### config.mk
export PLATFORM = sky130hd
export DESIGN_NAME = mem_access_ctrl_flat
export DESIGN_NICKNAME = d
export VERILOG_FILES = /design/src/rtl/mem_access_ctrl_if.sv /design/src/rtl/mem_access_ctrl.sv /design/src/flat_wrapper.sv
export SDC_FILE = /design/constraint.sdc
export NUM_CORES = 1
export LEC_CHECK = 0
export ABC_AREA = 0
export ABC_CLOCK_PERIOD_IN_PS = 3950
export BUFFER_PORTS_ARGS = -buffer_cell sky130_fd_sc_hd__buf_2
export CAP_MARGIN = 20
export CELL_PAD_IN_SITES_DETAIL_PLACEMENT = 0
export CELL_PAD_IN_SITES_GLOBAL_PLACEMENT = 1
export CORE_MARGIN = 1
export CORE_UTILIZATION = 41
export CTS_CLUSTER_SIZE = 20
export DETAILED_ROUTE_END_ITERATION = 8
export GPL_ROUTABILITY_DRIVEN = 0
export PLACE_DENSITY = 0.95
export SETUP_SLACK_MARGIN = 0.2
export SLEW_MARGIN = 25
export SYNTH_ARGS = -nofsm -noshare
export SYNTH_HDL_FRONTEND = slang
export SYNTH_SLANG_ARGS = --single-unit
### constraint.sdc
create_clock -name clk -period 3.95 [get_ports clk]
set_input_delay 0.1975 -clock clk [delete_from_list [all_inputs] [get_ports clk]]
set_output_delay 0.1975 -clock clk [all_outputs]
set_load 0.005 [all_outputs]
### src/rtl/mem_access_ctrl_if.sv
// RAM-side bus bundle for mem_access_ctrl: control request inputs, RAM strobe/data, and status.
// slave = the controller, master = whoever drives requests and models the RAM.
interface mem_access_ctrl_if;
   logic        ram_enable;
   logic        rw;
   logic [4:0]  mem_fnc;
   logic [31:0] addr;
   logic [31:0] wdata;
   logic        moc;
   logic [31:0] ram_rdata;
   logic        ram_strobe;
   logic        ram_rw;
   logic [31:0] ram_addr;
   logic [3:0]  ram_be;
   logic [31:0] ram_wdata;
   logic [31:0] rdata;
   logic        stall;
   logic        done;
   logic        err_align;
   logic        err_timeout;

   modport slave (
      input  ram_enable, rw, mem_fnc, addr, wdata, moc, ram_rdata,
      output ram_strobe, ram_rw, ram_addr, ram_be, ram_wdata, rdata,
             stall, done, err_align, err_timeout
   );

   modport master (
      output ram_enable, rw, mem_fnc, addr, wdata, moc, ram_rdata,
      input  ram_strobe, ram_rw, ram_addr, ram_be, ram_wdata, rdata,
             stall, done, err_align, err_timeout
   );
endinterface

### src/rtl/mem_access_ctrl.sv
// Data-memory access sequencer: request decode, big-endian lane steering, MOC wait with timeout.
// Optional macro MOC_SYNC_EN inserts a 2-flop synchronizer on moc.
module mem_access_ctrl #(
   parameter int TIMEOUT = 255,
   parameter int CNT_W   = 16
) (
   input  logic             clk,
   input  logic             reset_n,
   mem_access_ctrl_if.slave bus,
   output logic [1:0]       state_o
);

   typedef enum logic [1:0] {
      S_IDLE = 2'd0,
      S_WAIT = 2'd1,
      S_DONE = 2'd2,
      S_ERR  = 2'd3
   } state_t;

   localparam logic [4:0] F_LW  = 5'b01000;
   localparam logic [4:0] F_LHU = 5'b01001;
   localparam logic [4:0] F_LB  = 5'b01010;
   localparam logic [4:0] F_LH  = 5'b01011;
   localparam logic [4:0] F_LBU = 5'b01100;
   localparam logic [4:0] F_SW  = 5'b01101;
   localparam logic [4:0] F_SH  = 5'b01110;
   localparam logic [4:0] F_SB  = 5'b01111;

   // Handshake: a request is taken on any edge where IDLE sees ram_enable; the RAM
   // completes it by raising moc while ram_strobe is high; stall holds the pipeline meanwhile.
   state_t         state_q;
   logic [CNT_W-1:0] cnt_q, cnt_d;
   logic           strobe_q, rw_q, done_q, err_align_q, err_timeout_q;
   logic [4:0]     fnc_q;
   logic [31:0]    addr_q, wdata_q, rdata_q;
   logic [3:0]     be_q;

   logic           moc_s;
   logic           req_legal, req_aligned;
   logic [3:0]     req_be;
   logic [31:0]    req_wdata;
   logic [7:0]     ld_byte;
   logic [15:0]    ld_half;
   logic [31:0]    ld_ext;

`ifdef MOC_SYNC_EN
   logic [1:0] moc_sync_q;
   always_ff @(posedge clk or negedge reset_n) begin
      if (!reset_n) moc_sync_q <= 2'b00;
      else          moc_sync_q <= {moc_sync_q[0], bus.moc};
   end
   assign moc_s = moc_sync_q[1];
`else
   assign moc_s = bus.moc;
`endif

   // Size is taken from the function code; rw alone decides load vs store.
   always_comb begin
      req_legal   = (bus.mem_fnc[4:3] == 2'b01);
      req_aligned = 1'b1;
      req_be      = 4'b1000 >> bus.addr[1:0];
      req_wdata   = {4{bus.wdata[7:0]}};
      case (bus.mem_fnc)
         F_LW, F_SW: begin
            req_aligned = (bus.addr[1:0] == 2'b00);
            req_be      = 4'b1111;
            req_wdata   = bus.wdata;
         end
         F_LHU, F_LH, F_SH: begin
            req_aligned = ~bus.addr[0];
            req_be      = bus.addr[1] ? 4'b0011 : 4'b1100;
            req_wdata   = {2{bus.wdata[15:0]}};
         end
         default: ;
      endcase
   end

   always_comb begin
      case (addr_q[1:0])
         2'd0:    ld_byte = bus.ram_rdata[31:24];
         2'd1:    ld_byte = bus.ram_rdata[23:16];
         2'd2:    ld_byte = bus.ram_rdata[15:8];
         default: ld_byte = bus.ram_rdata[7:0];
      endcase
      ld_half = addr_q[1] ? bus.ram_rdata[15:0] : bus.ram_rdata[31:16];
      case (fnc_q)
         F_LB:    ld_ext = {{24{ld_byte[7]}}, ld_byte};
         F_LBU:   ld_ext = {24'd0, ld_byte};
         F_LH:    ld_ext = {{16{ld_half[15]}}, ld_half};
         F_LHU:   ld_ext = {16'd0, ld_half};
         F_SH:    ld_ext = {16'd0, ld_half};
         F_SB:    ld_ext = {24'd0, ld_byte};
         default: ld_ext = bus.ram_rdata;
      endcase
   end

   assign cnt_d = cnt_q + CNT_W'(1);

   always_ff @(posedge clk or negedge reset_n) begin
      if (!reset_n) begin
         state_q       <= S_IDLE;
         cnt_q         <= '0;
         strobe_q      <= 1'b0;
         rw_q          <= 1'b0;
         done_q        <= 1'b0;
         err_align_q   <= 1'b0;
         err_timeout_q <= 1'b0;
         fnc_q         <= 5'd0;
         addr_q        <= 32'd0;
         wdata_q       <= 32'd0;
         rdata_q       <= 32'd0;
         be_q          <= 4'd0;
      end else begin
         done_q        <= 1'b0;
         err_align_q   <= 1'b0;
         err_timeout_q <= 1'b0;
         case (state_q)
            S_IDLE: begin
               if (bus.ram_enable) begin
                  addr_q  <= bus.addr;
                  fnc_q   <= bus.mem_fnc;
                  rw_q    <= bus.rw;
                  be_q    <= req_be;
                  wdata_q <= req_wdata;
                  cnt_q   <= '0;
                  if (req_legal && req_aligned) begin
                     strobe_q <= 1'b1;
                     state_q  <= S_WAIT;
                  end else begin
                     err_align_q <= 1'b1;
                     state_q     <= S_ERR;
                  end
               end
            end
            S_WAIT: begin
               cnt_q <= cnt_d;
               // Completion outranks a timeout landing on the same edge.
               if (moc_s) begin
                  strobe_q <= 1'b0;
                  done_q   <= 1'b1;
                  if (rw_q) rdata_q <= ld_ext;
                  state_q  <= S_DONE;
               end else if (cnt_d == CNT_W'(TIMEOUT)) begin
                  strobe_q      <= 1'b0;
                  err_timeout_q <= 1'b1;
                  state_q       <= S_IDLE;
               end
            end
            S_DONE: begin
               cnt_q   <= '0;
               state_q <= S_IDLE;
            end
            default: state_q <= S_IDLE;
         endcase
      end
   end

   assign bus.ram_strobe  = strobe_q;
   assign bus.ram_rw      = rw_q;
   assign bus.ram_addr    = {addr_q[31:2], 2'b00};
   assign bus.ram_be      = be_q;
   assign bus.ram_wdata   = wdata_q;
   assign bus.rdata       = rdata_q;
   assign bus.done        = done_q;
   assign bus.err_align   = err_align_q;
   assign bus.err_timeout = err_timeout_q;
   assign bus.stall       = ((state_q == S_IDLE) && bus.ram_enable) ||
                            (state_q == S_WAIT) || (state_q == S_ERR);
   assign state_o         = state_q;

endmodule

### src/flat_wrapper.sv
// flat-port wrapper written by rule: the top's interface ports become plain ports
module mem_access_ctrl_flat 
#(
   parameter int TIMEOUT = 255,
   parameter int CNT_W   = 16
)
  (clk, reset_n, state_o, bus_ram_enable, bus_rw, bus_mem_fnc, bus_addr, bus_wdata, bus_moc, bus_ram_rdata, bus_ram_strobe, bus_ram_rw, bus_ram_addr, bus_ram_be, bus_ram_wdata, bus_rdata, bus_stall, bus_done, bus_err_align, bus_err_timeout);
  mem_access_ctrl_if bus_i ();
  input  logic clk;
  input  logic reset_n;
  output logic [1:0] state_o;
  input wire logic [$bits(bus_i.ram_enable)-1:0] bus_ram_enable;
  input wire logic [$bits(bus_i.rw)-1:0] bus_rw;
  input wire logic [$bits(bus_i.mem_fnc)-1:0] bus_mem_fnc;
  input wire logic [$bits(bus_i.addr)-1:0] bus_addr;
  input wire logic [$bits(bus_i.wdata)-1:0] bus_wdata;
  input wire logic [$bits(bus_i.moc)-1:0] bus_moc;
  input wire logic [$bits(bus_i.ram_rdata)-1:0] bus_ram_rdata;
  output wire logic [$bits(bus_i.ram_strobe)-1:0] bus_ram_strobe;
  output wire logic [$bits(bus_i.ram_rw)-1:0] bus_ram_rw;
  output wire logic [$bits(bus_i.ram_addr)-1:0] bus_ram_addr;
  output wire logic [$bits(bus_i.ram_be)-1:0] bus_ram_be;
  output wire logic [$bits(bus_i.ram_wdata)-1:0] bus_ram_wdata;
  output wire logic [$bits(bus_i.rdata)-1:0] bus_rdata;
  output wire logic [$bits(bus_i.stall)-1:0] bus_stall;
  output wire logic [$bits(bus_i.done)-1:0] bus_done;
  output wire logic [$bits(bus_i.err_align)-1:0] bus_err_align;
  output wire logic [$bits(bus_i.err_timeout)-1:0] bus_err_timeout;
  assign bus_i.ram_enable = bus_ram_enable;
  assign bus_i.rw = bus_rw;
  assign bus_i.mem_fnc = bus_mem_fnc;
  assign bus_i.addr = bus_addr;
  assign bus_i.wdata = bus_wdata;
  assign bus_i.moc = bus_moc;
  assign bus_i.ram_rdata = bus_ram_rdata;
  assign bus_ram_strobe = bus_i.ram_strobe;
  assign bus_ram_rw = bus_i.ram_rw;
  assign bus_ram_addr = bus_i.ram_addr;
  assign bus_ram_be = bus_i.ram_be;
  assign bus_ram_wdata = bus_i.ram_wdata;
  assign bus_rdata = bus_i.rdata;
  assign bus_stall = bus_i.stall;
  assign bus_done = bus_i.done;
  assign bus_err_align = bus_i.err_align;
  assign bus_err_timeout = bus_i.err_timeout;
  mem_access_ctrl #(.TIMEOUT(TIMEOUT), .CNT_W(CNT_W)) u_core (.clk(clk), .reset_n(reset_n), .bus(bus_i), .state_o(state_o));
endmodule
* Yosys cells after proc, flatten, opt, wreduce, memory -nomap -nowiden *
Cells that the tools add are included.

cells by class
  reduce and logical (&&, ||, !) cells = 18
  shifts and indexed selects = 1
  multiplexer cells = 27
  equality and inequality tests = 21
  $add $sub $neg = 1
  bitwise operators = 1

operators by type and width
  kind                     count
  $pmux W32 S4             1
  $pmux W32 S2             1
  $eq A5 B4 Y1 const B     11
  $pmux W16 S3             1
  $mux W16                 2
  $pmux W8 S3              1
  $add A16 B1 Y16 const B  1
  $eq A16 B8 Y1 const B    1
  $mux W1                  12
  $mux W2                  4
  $pmux W4 S2              1
  $eq A2 B1 Y1 const B     3
  $eq A2 B2 Y1 const B     3
  $logic_not A2 Y1         3
  $reduce_and A2 Y1        3
  $reduce_or A2 Y1         3
  $mux W4                  1
  $pmux W1 S2              2
  $pmux W2 S2              1
  $reduce_and A4 Y1        1
  $shr A4 B2 Y4 const A    1
  $ne A3 B2 Y1 const B     1
  $reduce_and A3 Y1        1
  $reduce_bool A3 Y1       1
  7 further kinds          9

word-level totals
  flip-flop bits (word level) = 128
  bits of input ports = 106
  logic and storage cells = 81
  output and inout bits = 108

* Depth between registers and ports, before layout *
  depth after elaboration = 7
  mapped depth = 9
  mapped depth without buffers = 7

* Least setup slack after synthesis *
Ideal clock, no wire load.

  kind = register to register
  start point = reg u_core.cnt_q[0]
  end point = reg u_core.strobe_q, in the netlist u_core.bus.ram_strobe
  path buffers = 1
  data arrival time = 1.901 ns
  data required time = 3.831 ns
  setup slack = 1.930 ns
  library setup time = 0.119 ns
  clock period less this slack = 2.020 ns
  cell stages (with the launch flop) = 9
  path through = dfrtp_1 -> ha_1 -> and4_1 -> buf_4 -> a211o_2 -> o311a_4 -> nor4_4 -> a41oi_1 -> o21ba_1

between the ends
  cells in the longest elaborated chain, start to end = 4

RTL lines
  item                                RTL line                text
  start, declared                     mem_access_ctrl.sv:32   logic [CNT_W-1:0] cnt_q, cnt_d;
  start signal, assigned              mem_access_ctrl.sv:136  cnt_q <= cnt_d;
  $add A16 B1 Y16                     mem_access_ctrl.sv:97   assign cnt_d = cnt_q + CNT_W'(1);
  $eq A16 B8 Y1                       mem_access_ctrl.sv:143  end else if (cnt_d == CNT_W'(TIMEOUT)) begin
  $ne A3 B2 Y1 (no source line)       -
  $reduce_and A4 Y1 (no source line)  -
  end signal, assigned                mem_access_ctrl.sv:103  strobe_q <= 1'b0;
  end signal, assigned                mem_access_ctrl.sv:139  strobe_q <= 1'b0;
  end signal, assigned                mem_access_ctrl.sv:144  strobe_q <= 1'b0;
  end, declared                       mem_access_ctrl.sv:33   logic strobe_q, rw_q, done_q, err_align_q, err_timeout_q;

No other way between the ends.
A chain may end at the register's enable or synchronous reset.

* Worst setup path in the final report *
  start point = reg u_core.addr_q[1]
  end point = reg u_core.rdata_q[16], in the netlist u_core.bus.rdata[16]

between the ends
  cells in the longest elaborated chain, start to end = 3
  elaborated cells between the ends (all ways) = 6
  those cells by class = 2 x eq/ne; 3 x mux; 1 x reduce/logical

RTL lines
  item                                  RTL line                text
  start, declared                       mem_access_ctrl.sv:35   logic [31:0] addr_q, wdata_q, rdata_q;
  start signal, assigned                mem_access_ctrl.sv:120  addr_q <= bus.addr;
  $eq A2 B2 Y1 (tied with other cells)  mem_access_ctrl.sv:79   case (addr_q[1:0])
  $pmux W8 S3                           mem_access_ctrl.sv:79
  $pmux W32 S4 *                        mem_access_ctrl.sv:86   case (fnc_q)
  end signal, assigned                  mem_access_ctrl.sv:141  if (rw_q) rdata_q <= ld_ext;
  end, declared                         mem_access_ctrl.sv:35

Every way passes the cells marked *; elsewhere a longest branch is shown, timed or not.

==> impl_results.md <==
* FF+latch count, synth at 128
* Normalized max-slew margin at 41.8%
* Largest net degree at the start of global routing at 108
* Most numerous cell in the Yosys netlist: dfrtp_1
* Fill cell total of the finished layout at 1,395
* Wire per inst at ~16 um
* Result of the run: finished, final reports clean
* Post-layout nets at 917
* Final Routed Wirelength at 16,200 um
* EDFF count, synth at 0
* Number of primary I/O pins at 214
* Critical Path AT at 2.84 ns
* First-pass GRT wire length at between 20,000 and 30,000 um
* FFs w/ async S/R, synth at 100%
* Clock skew at ~0.0064 ns
* Final worst path period need at around 2.6 ns
* Internal power consumption at 4.06 mW
* Top cells by count, synth: 128 x dfrtp_1, 64 x nor2_1, 58 x nand2_1
* Overall overflow remaining after global route at 0
* Max Root-Sink Buffers at 2
* Area of the core at 15,300 um2
* Dpl ws at 1.37 ns
* Drt pass-1 iters at 5
* TritonCTS buffer count at 17
* Count of endpoints failing setup in the final report at 0
* Via count of the first global-routing pass at 5,213
* Setup TNS at 0 ns
* Reg power frac at a little under two fifths
* Share of cells above drive strength 1 at 35.6%
* Number of vias after detailed routing at 5,435
* Max Clock Freq at 388 MHz
* CP startpoint kind: register
* Via-to-Cell Ratio at 5.26
* Number of cells traversed by the worst hold path at 2
* Portion of synthesized cell area occupied by the leading cell type at 49.5%
* Total placed instance area at between 7000 and 8000 um2
* Final cycle utilization of the critical path at 65.3%
* CTS tree: yes
* End-of-flow core utilization at 54.3%
* Largest area contributor in the synthesized netlist: dfrtp_1
* Total global routing track utilization at 20.6%
* Footprint of the multi-input gates at 2810 um2
* Count of distinct cell types in the synthesized netlist at 65
* Clock sink count at 128
* Power density over the cells at 737 nW/um2
* Area taken by flip-flops and latches at 3200 um2
* Layout overhead on the synthesized area at 28.5%
* Top area cells in the synthesized netlist: dfrtp_1 50%, mux2_1 5.2%, buf_4 4.1%
* Portion of the post-synthesis area used by sequential elements at 49.5%
* DRT iter0 DRCs at 300
* Final Slew Violations at 0
* Fin area at 8310 um2
* Cells resized by post-CTS repair at 0
* Critical setup path kind: reg2reg
* Initial antenna violation count at 0
* Yosys warning total at 0
* Count of cells along the worst register-to-register path at 5
* CP Capture Type: register
* Number of hold-repair buffers added at the cts stage at 25
* Clock-pin slew of the registers on the worst-case setup and hold paths at 0.06 ns
* Post-CTS Setup Bufs at 0
* Post-layout worst setup margin at ~1.4 ns
* Worst hold slack after final layout at 0.0126 ns
* Detailed placer's ending HPWL at 11,300 um
* Effective utilization at floorplan at 42.2%
* Die area at 16,300 um2
* Crit-path max cell delay at ~0.86 ns
* Cells after DPL at about 980
* Clock tree root buffer cell: clkbuf_16
* Maximum fanout count along the critical path at 20
* Cell Chain, Critical Path: mux4_2, nor2_1, a2111oi_2, nor2_2, a21oi_1
* Clock group share of total power at ~28%
* Worst Path Required at 4.21 ns
* Final antenna-violating net count at 0
* Sw Ratio at 33.8%
* Combined area of all synthesized cells at 6470 um2
* Power share of the combinational group at 34.6%
* Primary FF master, synth: dfrtp_1
* HP Class: in2reg
* Final hold vios at 0
* Switching power of the nets at ~2.1 mW
* Port Buffer Count at 211
* Number of cells in the finished layout apart from fillers at 1,033
* Post-synthesis cell count at 620
* Critical-path top delay cell: dfrtp_1
* Leakage dissipation at 3.78 nW
* Setup repair after global routing missed its margin: no
* Number of rows created at floorplan at 45
* Die Y-Extent at 128 um
* PnR Total Power at 6.12 mW
* Transition time at the pin with the least slew margin at ~0.87 ns
* CTS H-tree lvls at 4
* Mean instance size in the synthesized netlist at between 10 and 15 um2
* DRC violation count after routing at 0
* Max Cap Violations at 0
* Worst vdd rail ir drop at 0.327 mV
* X dimension of the die at 128 um
* Clock network latency to the later pin of the worst-skew pair at roughly 0.41 ns
-- layout make-up --
type                            count  area share, %
Antenna cell                        1         0.0301
Inverter                            6          0.271
Timing Repair Buffer              242           16.4
Sequential cell                   128           38.5
Clock inverter                     13           2.53
Tap cell                          211           3.18
Clock buffer                       18           5.28
Multi-Input combinational cell    414           33.8
-- worst max-delay path: cells and delay by family, from the launching register on --
family,cells,cell delay [ns]
muxes,1,0.64
AOI/OAI and AO/OA,2,0.22
DFF,1,0.86
and+or+nand+nor,2,0.69
-- layout by cell type (no fill, tap or decap), types with 3 or more instances in the layout --
cell type,Yosys,routed
bufinv_16,0,5
nor2_1,64,63
dlygate4sd3_1,0,25
mux2i_1,11,11
o21a_1,9,9
nand4_1,9,9
o21ai_1,31,31
clkbuf_16,0,17
o21ai_0,19,19
xnor2_1,4,4
nand2_1,58,58
a31oi_1,24,24
o22ai_1,8,8
dfrtp_1,128,128
buf_2,15,210
a21oi_1,36,36
mux2_1,30,30
mux4_2,8,8
nor3_1,5,5
a21o_1,3,3
a22oi_1,8,8
a222oi_1,7,7
buf_4,35,6
o31ai_1,5,5
and2_1,3,3
nand2b_1,8,8
inv_1,5,5
mux2_2,16,16
nor2b_1,6,6
-- sequential cells by signal (all words and copies together) (netlist names) --
| register | flops |
|---|---|
| u_core.addr_q | 32 |
| u_core.bus.ram_wdata | 32 |
| u_core.bus.rdata | 32 |
| u_core.cnt_q | 16 |
| u_core.fnc_q | 5 |
| u_core.bus.ram_be | 4 |
| u_core.state_o | 2 |
| u_core.bus.done | 1 |
| u_core.bus.err_align | 1 |
| u_core.bus.err_timeout | 1 |
| u_core.bus.ram_rw | 1 |
| u_core.bus.ram_strobe | 1 |
-- cells by family after synthesis --
| kind of cell | synth area share, % |
|---|---|
| buf+inv | 7.31 |
| xor+xnor | 0.928 |
| compound gates | 16.5 |
| flops | 49.5 |
| other cells | 0.0580 |
| fa+ha+maj | 0.387 |
| mux | 12.5 |
| simple gates | 12.8 |
-- final timing paths --
path / startpoint / endpoint / slack [ns]
worst max register to register: u_core.addr_q[1]$_DFFE_PN0P_ / u_core.bus.rdata[16]$_DFFE_PN0P_ / 1.37
worst max-delay path: u_core.addr_q[1]$_DFFE_PN0P_ / u_core.bus.rdata[16]$_DFFE_PN0P_ / 1.37
min in group asynchronous: reset_n / u_core.bus.ram_wdata[30]$_DFFE_PN0P_ / 0.42
max in group asynchronous: reset_n / u_core.addr_q[4]$_DFFE_PN0P_ / 2.62
worst min-delay path: bus_addr[8] / u_core.addr_q[8]$_DFFE_PN0P_ / 0.01
worst min register to register: u_core.addr_q[22]$_DFFE_PN0P_ / u_core.addr_q[22]$_DFFE_PN0P_ / 0.48
-- routing by layer --
layer	wire (um)	part of all wire, %	global-route usage, %	up-vias
met5	0	0	0	-
li1	-	-	-	2581
met3	1480	9.1	6.70	22
met2	7510	46	32.8	237
met4	259	1.6	7.40	0
met1	6970	43	26.3	2595
-- power by group through the flow --
stage	logic (mW)	clock network [mW]	registers [mW]
6_report	2.12	1.71	2.29
4_1_cts	2.14	1.75	2.29
2_1_floorplan	1.54	0	2.19
3_3_place_gp	2.07	0	2.28
5_1_grt	2.38	1.81	2.37
3_5_place_dp	2.12	0	2.30
No activity file was read; power rests on OpenSTA's default activity.
